===== src/rtl/sync_to_count_pkg.sv =====
`default_nettype none
// ============================================================================
// Module   : sync_to_count_pkg
// Brief    : Shared VGA timing constants and sync-lock state encoding.
// Revision : 1.0 - initial release
// ============================================================================
package sync_to_count_pkg;

  localparam int C_TOTAL_COLS  = 800;
  localparam int C_TOTAL_ROWS  = 525;
  localparam int C_ACTIVE_COLS = 640;
  localparam int C_ACTIVE_ROWS = 480;

  typedef enum logic [1:0] {
    SEARCH = 2'd0,
    ALIGN  = 2'd1,
    LOCKED = 2'd2
  } sync_state_t;

endpackage
`default_nettype wire


===== src/rtl/sync_edge_detect.sv =====
`default_nettype none
// ============================================================================
// Module   : sync_edge_detect
// Brief    : Registers a level and flags its rising edge (combinational pulse).
// Revision : 1.0 - initial release
// ============================================================================
module sync_edge_detect (
  input  logic i_Clk,
  input  logic i_Rst_L,
  input  logic i_Sig,
  output logic o_Sig_Q,
  output logic o_Rise
);

  logic r_sig;
  logic r_primed;

  always_ff @(posedge i_Clk) begin
    if (!i_Rst_L) begin
      r_sig    <= 1'b0;
      r_primed <= 1'b0;
    end else begin
      r_sig    <= i_Sig;
      r_primed <= 1'b1;
    end
  end

  // A level already high when reset releases has no known low phase, so it is not an edge.
  assign o_Sig_Q = r_sig;
  assign o_Rise  = r_primed & i_Sig & ~r_sig;

endmodule
`default_nettype wire


===== src/rtl/sync_to_count.sv =====
`default_nettype none
// ============================================================================
// Module   : sync_to_count
// Brief    : Rebuilds column/row counters from HSync/VSync and tracks frame lock.
// Revision : 1.0 - initial release
// ============================================================================
module sync_to_count
  import sync_to_count_pkg::*;
#(
  parameter int TOTAL_COLS  = C_TOTAL_COLS,
  parameter int TOTAL_ROWS  = C_TOTAL_ROWS,
  parameter int LOCK_FRAMES = 2
) (
  input  logic                          i_Clk,
  input  logic                          i_Rst_L,
  input  logic                          i_HSync,
  input  logic                          i_VSync,
  output logic                          o_HSync,
  output logic                          o_VSync,
  output logic [$clog2(TOTAL_COLS)-1:0] o_Col_Count,
  output logic [$clog2(TOTAL_ROWS)-1:0] o_Row_Count,
  output logic                          o_Frame_Start,
  output logic                          o_Locked,
  output logic                          o_Frame_Err
);

  localparam int COL_W  = $clog2(TOTAL_COLS);
  localparam int ROW_W  = $clog2(TOTAL_ROWS);
  localparam int GOOD_W = $clog2(LOCK_FRAMES + 1);

  localparam logic [COL_W-1:0]  C_COL_LAST = COL_W'(TOTAL_COLS - 1);
  localparam logic [ROW_W-1:0]  C_ROW_LAST = ROW_W'(TOTAL_ROWS - 1);
  localparam logic [GOOD_W-1:0] C_GOOD_MAX = GOOD_W'(LOCK_FRAMES);

  sync_state_t       r_state,       w_state_next;
  logic [COL_W-1:0]  r_col,         w_col_next,  w_col_adv;
  logic [ROW_W-1:0]  r_row,         w_row_next,  w_row_adv;
  logic [GOOD_W-1:0] r_good,        w_good_next, w_good_inc;
  logic              r_frame_start, w_frame_start_next;
  logic              r_frame_err,   w_frame_err_next;
  logic              r_hsync;
  logic              w_vsync_q;
  logic              w_vsync_rise;
  logic              w_col_last;
  logic              w_row_last;
  logic              w_frame_end;

  sync_edge_detect u_vsync_edge (
    .i_Clk   (i_Clk),
    .i_Rst_L (i_Rst_L),
    .i_Sig   (i_VSync),
    .o_Sig_Q (w_vsync_q),
    .o_Rise  (w_vsync_rise)
  );

  always_comb begin
    w_col_last  = (r_col == C_COL_LAST);
    w_row_last  = (r_row == C_ROW_LAST);
    w_frame_end = w_col_last & w_row_last;
    w_col_adv   = w_col_last ? '0 : r_col + COL_W'(1);
    w_row_adv   = r_row;
    if (w_col_last) begin
      w_row_adv = w_row_last ? '0 : r_row + ROW_W'(1);
    end
    w_good_inc  = (r_good == C_GOOD_MAX) ? r_good : r_good + GOOD_W'(1);
  end

  always_comb begin
    w_state_next       = r_state;
    w_col_next         = r_col;
    w_row_next         = r_row;
    w_good_next        = r_good;
    w_frame_start_next = 1'b0;
    w_frame_err_next   = 1'b0;

    case (r_state)
      SEARCH: begin
        w_col_next = '0;
        w_row_next = '0;
        if (w_vsync_rise) begin
          w_frame_start_next = 1'b1;
          w_good_next        = '0;
          w_state_next       = ALIGN;
        end
      end

      ALIGN, LOCKED: begin
        w_col_next = w_col_adv;
        w_row_next = w_row_adv;
        // An edge coinciding with the natural wrap is exactly a nominal-length frame.
        if (w_vsync_rise) begin
          w_col_next         = '0;
          w_row_next         = '0;
          w_frame_start_next = 1'b1;
          if (w_frame_end) begin
            if (r_state == ALIGN) begin
              w_good_next = w_good_inc;
              if (w_good_inc == C_GOOD_MAX) begin
                w_state_next = LOCKED;
              end
            end
          end else begin
            w_good_next      = '0;
            w_frame_err_next = 1'b1;
            w_state_next     = ALIGN;
          end
        end else if ((r_state == LOCKED) && w_frame_end) begin
          w_good_next      = '0;
          w_frame_err_next = 1'b1;
          w_state_next     = ALIGN;
        end
      end

      default: begin
        w_state_next = SEARCH;
        w_col_next   = '0;
        w_row_next   = '0;
        w_good_next  = '0;
      end
    endcase
  end

  always_ff @(posedge i_Clk) begin
    if (!i_Rst_L) begin
      r_state       <= SEARCH;
      r_col         <= '0;
      r_row         <= '0;
      r_good        <= '0;
      r_frame_start <= 1'b0;
      r_frame_err   <= 1'b0;
      r_hsync       <= 1'b0;
    end else begin
      r_state       <= w_state_next;
      r_col         <= w_col_next;
      r_row         <= w_row_next;
      r_good        <= w_good_next;
      r_frame_start <= w_frame_start_next;
      r_frame_err   <= w_frame_err_next;
      r_hsync       <= i_HSync;
    end
  end

  assign o_HSync       = r_hsync;
  assign o_VSync       = w_vsync_q;
  assign o_Col_Count   = r_col;
  assign o_Row_Count   = r_row;
  assign o_Frame_Start = r_frame_start;
  assign o_Frame_Err   = r_frame_err;
  assign o_Locked      = (r_state == LOCKED);

endmodule
`default_nettype wire


===== config.mk =====
export PLATFORM = sky130hd
export DESIGN_NAME = sync_to_count
export DESIGN_NICKNAME = d
export VERILOG_FILES = /design/src/rtl/sync_to_count_pkg.sv /design/src/rtl/sync_edge_detect.sv /design/src/rtl/sync_to_count.sv
export SDC_FILE = /design/constraint.sdc
export NUM_CORES = 1
export LEC_CHECK = 0
export CORE_MARGIN = 10
export CORE_UTILIZATION = 45
export DETAILED_ROUTE_END_ITERATION = 16
export PLACE_DENSITY_LB_ADDON = 0.25
export SLEW_MARGIN = 20
export SYNTH_ARGS = -nofsm -noshare
export SYNTH_HDL_FRONTEND = slang
export SYNTH_SLANG_ARGS = --single-unit

===== constraint.sdc =====
create_clock -name i_Clk -period 1.9 [get_ports i_Clk]
set_input_delay 0.38 -clock i_Clk [delete_from_list [all_inputs] [get_ports i_Clk]]
set_output_delay 0.38 -clock i_Clk [all_outputs]
set_load 0.02 [all_outputs]

# Word level (Yosys, flattened, before mapping)
# Index checks and enable logic that the tools add are counted.
[word_totals]
regBits = 29
inputBits = 4
[classes]
add_sub_neg = 3
n_eq_ne = 10
mux = 20
bitwise_logic = 6
n_reduce_logical = 10
[ops]
columns = ["cell", "n"]
rows = [
  ["$mux W2", 12],
  ["$add A10 B1 Y10 const B", 2],
  ["$eq A10 B10 Y1 const B", 2],
  ["$mux W10", 1],
  ["$ne A4 B4 Y1 const B", 2],
  ["$pmux W2 S2", 2],
  ["$eq A2 B2 Y1 const B", 3],
  ["$reduce_or A3 Y1", 2],
  ["$mux W1", 5],
  ["$reduce_and A2 Y1", 2],
  ["$reduce_and A4 Y1", 1],
  ["$reduce_or A4 Y1", 1],
  ["$and A1 B1 Y1", 3],
  ["$ne A3 B2 Y1 const B", 1],
  ["$not A1 Y1", 3],
  ["$reduce_and A3 Y1", 1],
  ["$add A2 B1 Y2 const B", 1],
  ["$eq A2 B1 Y1 const B", 1],
  ["$logic_not A2 Y1", 1],
  ["$ne A2 B1 Y1 const B", 1],
  ["$reduce_or A2 Y1", 1],
  ["$logic_and A1 B1 Y1", 1],
]

# Logic depth before layout (Yosys ltp)
[logic_depth]
ltp_word = 8
ltp_mapped = 8
mapped_depth_nobuf = 8

# Cells and area by module
# A second synthesis with hierarchy kept.
[hier_totals]
hier_cells = 167
area_unflattened_um2 = 1508.9
[by_module_without_submodules]
columns = ["module", "instances", "cells_per_inst", "area_per_inst_um2"]
rows = [
  ["sync_to_count", 1, 163, 1453.9],
  ["sync_edge_detect", 1, 4, 55.1],
]

# Least setup slack after synthesis
# No wires, ideal clock.
[synth_timing]
path_kind = "flip-flop to flip-flop"
start = "register r_row[0], in the netlist o_Row_Count[0]"
end = "register r_state[1]"
arrival_time_ns = 1.925
setup_slack_ns = -0.143
stages_incl_launch_ff = 9
path_cell_list = "dfxtp_1 inv_1 ha_1 nand4b_1 and4bb_2 a21o_2 a21oi_1 nor3b_1 o221a_1"
[synth_between]
elab_chain_cells = 5
[synth_rtl]
columns = ["element", "line", "rtl"]
rows = [
  ["from (decl)", "sync_to_count.sv:37", "logic [ROW_W-1:0] r_row, w_row_next, w_row_adv;"],
  ["from (signal assigned)", "sync_to_count.sv:135", "r_row <= w_row_next;"],
  ["$eq A10 B10 Y1 (*)", "sync_to_count.sv:58", "w_row_last = (r_row == C_ROW_LAST);"],
  ["$and A1 B1 Y1 (*)", "sync_to_count.sv:59", "w_frame_end = w_col_last & w_row_last;"],
  ["$mux W2 or $logic_and A1 B1 Y1 (tied branches)", "sync_to_count.sv:95, sync_to_count.sv:107", ""],
  ["$mux W2 or $ne A3 B2 Y1 (tied branches)", "n/a", ""],
  ["$pmux W2 S2 or $reduce_and A4 Y1 (tied branches)", "n/a", ""],
  ["to (signal assigned)", "sync_to_count.sv:133", "r_state <= w_state_next;"],
  ["to (decl)", "sync_to_count.sv:35", "sync_state_t r_state, w_state_next;"],
]
# Every way passes the cells marked *; elsewhere a longest branch is shown, timed or not.
# A chain may end at the register's enable or synchronous reset.

# Worst setup path after layout
[layout_timing]
start = "register r_col[1], in the netlist o_Col_Count[1]"
end = "register r_state[0]"
[layout_between]
elab_chain_cells = 5
[layout_rtl]
columns = ["element", "line", "rtl"]
rows = [
  ["from (decl)", "sync_to_count.sv:36", "logic [COL_W-1:0] r_col, w_col_next, w_col_adv;"],
  ["from (signal assigned)", "sync_to_count.sv:134", "r_col <= w_col_next;"],
  ["$eq A10 B10 Y1 (*)", "sync_to_count.sv:57", "w_col_last = (r_col == C_COL_LAST);"],
  ["$and A1 B1 Y1 (*)", "sync_to_count.sv:59", ""],
  ["$mux W2 or $logic_and A1 B1 Y1 (tied branches)", "sync_to_count.sv:95, sync_to_count.sv:107", ""],
  ["$mux W2 or $ne A3 B2 Y1 (tied branches)", "n/a", ""],
  ["$pmux W2 S2 or $reduce_and A4 Y1 (tied branches)", "n/a", ""],
]
# Marks and branches as above.

==> out/qor_table.md <==
| Quantity | Reported | Unit |
|---|---|---|
| Clock transition time at the flip-flop clock pins of the worst setup and hold paths | 90 | ps |
| Hold Path Depth | 2 | - |
| Number of distinct library cell variants in the gate-level netlist after synthesis | 34 | - |
| Clock tree buffer depth | 2 | - |
| Number of H-tree branching levels | 2 | - |
| Reg2reg path depth | 7 | - |
| Setup WS post-layout | 74.0 | ps |
| Chip width | 75.3 | um |
| Detail Route Antenna Nets | 0 | - |
| Pre-CTS setup slack | -41.9 | ps |
| Total of flip-flops plus latches after synthesis | 29 | - |
| Total setup buffers inserted after CTS | 0 | - |
| Minimum clock period | 1830 | ps |
| Count of hold buffers inserted by post-cts repair | 0 | - |
| Leakage power | 0.693 | nW |
| Share of Yosys cell area claimed by the top area cell type | 0.423 | - |
| Fraction of power consumed by the clock network | 0.362 | - |
| Sw Ratio | 0.259 | - |
| Via count | 1165 | - |
| Yosys top cell by area | dfxtp_1 | - |
| Max-slew violations | 0 | - |
| Clock Skews | 9.01 | ps |
| Clock sink count | 29 | - |
| Wire per inst | 14.1 | um |
| Number of iterations in the first detailed-routing pass | 4 | - |
| Most numerous cell types in the synthesized netlist | dfxtp_1, nor2_1, xor2_1 | - |
| Die ar. | 5660 | sq um |
| Total CTS buffers | 5 | - |
| Reg2reg start | o_Col_Count[1] | - |
| Summed instance area of the synthesized netlist | 1370 | sq um |
| Pin count of the biggest net entering global routing | 11 | - |
| Final critical-path share of the clock period | 0.961 | - |
| Leftover overflow at the end of global routing | 0 | - |
| Endpoint of the worst hold path | r_good[0] | - |
| First-pass GRT wire length | 5.33 | mm |
| IO Count | 29 | - |
| Count of endpoints failing hold in the final timing report | 0 | - |
| Gate power share | 0.122 | - |
| End of the worst register-to-register path | r_state[0] | - |
| Clk Tree Root Cell | clkbuf_4 | - |
| Vias/cell | 5.13 | - |
| Unrepaired setup endpoints after global routing | true | - |
| Worst slew pin tran | 305 | ps |
| Overall track demand over capacity in global routing | 0.123 | - |
| Path class of the lowest-slack min-delay path | reg2reg | - |
| Slowest CP cell | dfxtp_2 | - |
| Biggest area contributors in the synthesized netlist | dfxtp_1, ha_1, xor2_1 | - |
| Count of max-cap constraint violations | 0 | - |
| # DRC | 0 | - |
| Number of port buffers | 28 | - |
| Arrival time of the worst setup path | 2090 | ps |
| Predominant post-synthesis flop cell | dfxtp_1 | - |
| Number of flops mapped to enable cells by yosys | 0 | - |
| Max Freq | 548 | MHz |
| Cells along the critical path | ha_2 -> and4_4 -> and4_4 -> a21o_2 -> a21oi_2 -> nor3_1 -> mux2i_1 | - |
| Antenna violations before repair | 0 | - |
| Category of the critical setup timing path | reg2reg | - |
| TritonCTS clock tree | done | - |
| Source of the worst hold timing path | r_good[0] | - |
| Worst reg2reg setup slack | 70 | ps |
| Final setup fails | 0 | - |
| Final Power | 1.23 | mW |
| Dominant cell type by count on the critical path | and4_4 | - |
| Worst-skew pair later-pin latency | 330 | ps |
| Placer congestion estimate | 0.894 | - |
| Number of filler instances in the final layout | 222 | - |
| Share of synthesized flip-flops with an asynchronous set or reset | 0 | - |
| Number of standard cells in the layout, taps in and fillers out | 227 | - |
| Initial Utilization | 0.486 | - |
| Warnings, synthesis | 0 | - |
| Net count, final | 207 | - |
| Number of instances in the synthesized netlist | 151 | - |
| Ratio of total power to cell area | 661 | nW/um^2 |
| Half-perimeter wire length after placement | 2.31 | mm |
| Core ar. | 2830 | sq um |
| Die Height | 75.3 | um |
| Placed Cells incl. Taps | 218 | - |
| Worst endpoint required time | 2160 | ps |
| Synthesized area divided by synthesized cell count | 9.10 | sq um |
| Power spent charging and discharging nets | 0.317 | mW |
| Critical Path Sink Type | flip-flop | - |
| Row count | 19 | - |
| Critical Path Max Stage Delay | 350 | ps |
| Top-count cell post-synth | dfxtp_1 | - |
| WL final | 3.21 | mm |
| Cell internal pwr | 0.908 | mW |
| Fraction of layout cells with a size suffix above 1 | 0.189 | - |
| Share of power burned in registers | 0.516 | - |
| Layout overhead on the synthesized area | 34.9 | % |
| Detailed router's first-iteration violation count | 57 | - |
| Share of the yosys chip area belonging to registers | 0.423 | - |
| Vias in the first global route | 1197 | - |
| Slew HR | 0.795 | - |
| Count of inserted antenna diode cells | 0 | - |
| Nets in the synthesized netlist | 163 | - |
| Peak supply drop | 0.445 | mV |
| Max Fanout on Critical Path | 7 | - |
| Setup crit start kind | flip-flop | - |
| Outcome | completed | - |
layout make-up:
type                            count  area, sq um  area share
Multi-Input combinational cell    110          743       0.401
Sequential cell                    29          586       0.316
Timing Repair Buffer               40          382       0.206
Clock buffer                        7         65.1      0.0351
Tap cell                           31         38.8      0.0209
Inverter                            9         33.8      0.0182
Clock inverter                      1         5.00     0.00270
power groups by stage:
stage | sequential (mW) | combinational (mW) | clock, mW
global route | 0.634 | 0.166 | 0.480
CTS | 0.632 | 0.151 | 0.454
global placement | 0.645 | 0.146 | 0
floorplan | 0.653 | 0.0829 | 0
detailed placement | 0.646 | 0.150 | 0
finish | 0.632 | 0.150 | 0.443
cells in the final DEF (no fill, tap or decap), drive strengths merged, types with 4 or more instances in the layout:
cell,instances
dfxtp,29
clkdlybuf4s50,27
nor2,24
buf,12
xor2,11
nand2,10
inv,9
nand3,9
ha,8
clkbuf,7
xnor2,5
a21oi,5
nand4,5
nor3,4
flip-flops by register name, indices dropped and copies added, names as in the netlist:
signal / flops
o_Col_Count: 10
u_vsync_edge.o_Sig_Q: 1
o_Frame_Err: 1
o_HSync: 1
r_good: 2
r_state: 2
u_vsync_edge.r_primed: 1
o_Frame_Start: 1
o_Row_Count: 10
worst max-delay path by stage:
stage | end | from
2_1_floorplan | r_state[1] | o_Col_Count[0]
3_3_place_gp | r_state[1] | i_VSync
3_5_place_dp | r_state[1] | i_VSync
4_1_cts | r_state[0] | o_Col_Count[1]
5_1_grt | r_state[0] | o_Col_Count[1]
6_report | r_state[0] | o_Col_Count[1]
per-stage QoR:
stage / util / cell area, sq um / hold WS, ps / setup TNS [ps]
after detailed placement: 0.626 / 1770 / 494 / -43.0
after global routing: 0.655 / 1850 / 528 / -39.7
after floorplan: - / 1380 / 408 / 0
after CTS: 0.651 / 1840 / 509 / 0
final: 0.655 / 1850 / 508 / 0
after global placement: 0.626 / 1770 / 471 / 0
cell families after synthesis:
logic type | share of synthesized area
AO/OA/AOI/OAI | 0.0546
XOR/XNOR | 0.102
adder cells (fa/ha/maj) | 0.0729
buffers and inverters | 0.0483
flip-flops | 0.423
multiplexers | 0.0146
AND/OR/NAND/NOR | 0.285
what timing repair did:
action                                  4_1_cts  5_1_grt
gates resized for setup                       1        2
cloned                                        0        1
endpoints found under the setup margin        1        5
per-layer routing:
layer,share of wire,up-vias,track usage
met3,0.097,6,0.0696
met5,0,-,0
li1,-,594,-
met2,0.48,31,0.206
met4,0.020,0,0.0639
met1,0.40,534,0.121
worst max-delay path: cells and delay by family, from the launching register on:
kind | cells | cell delay [ps]
simple gates | 3 | 780
flops | 1 | 350
compound gates | 2 | 240
mux | 1 | 200
fa+ha+maj | 1 | 200
Note: power is estimated with default switching activity, not from simulation.
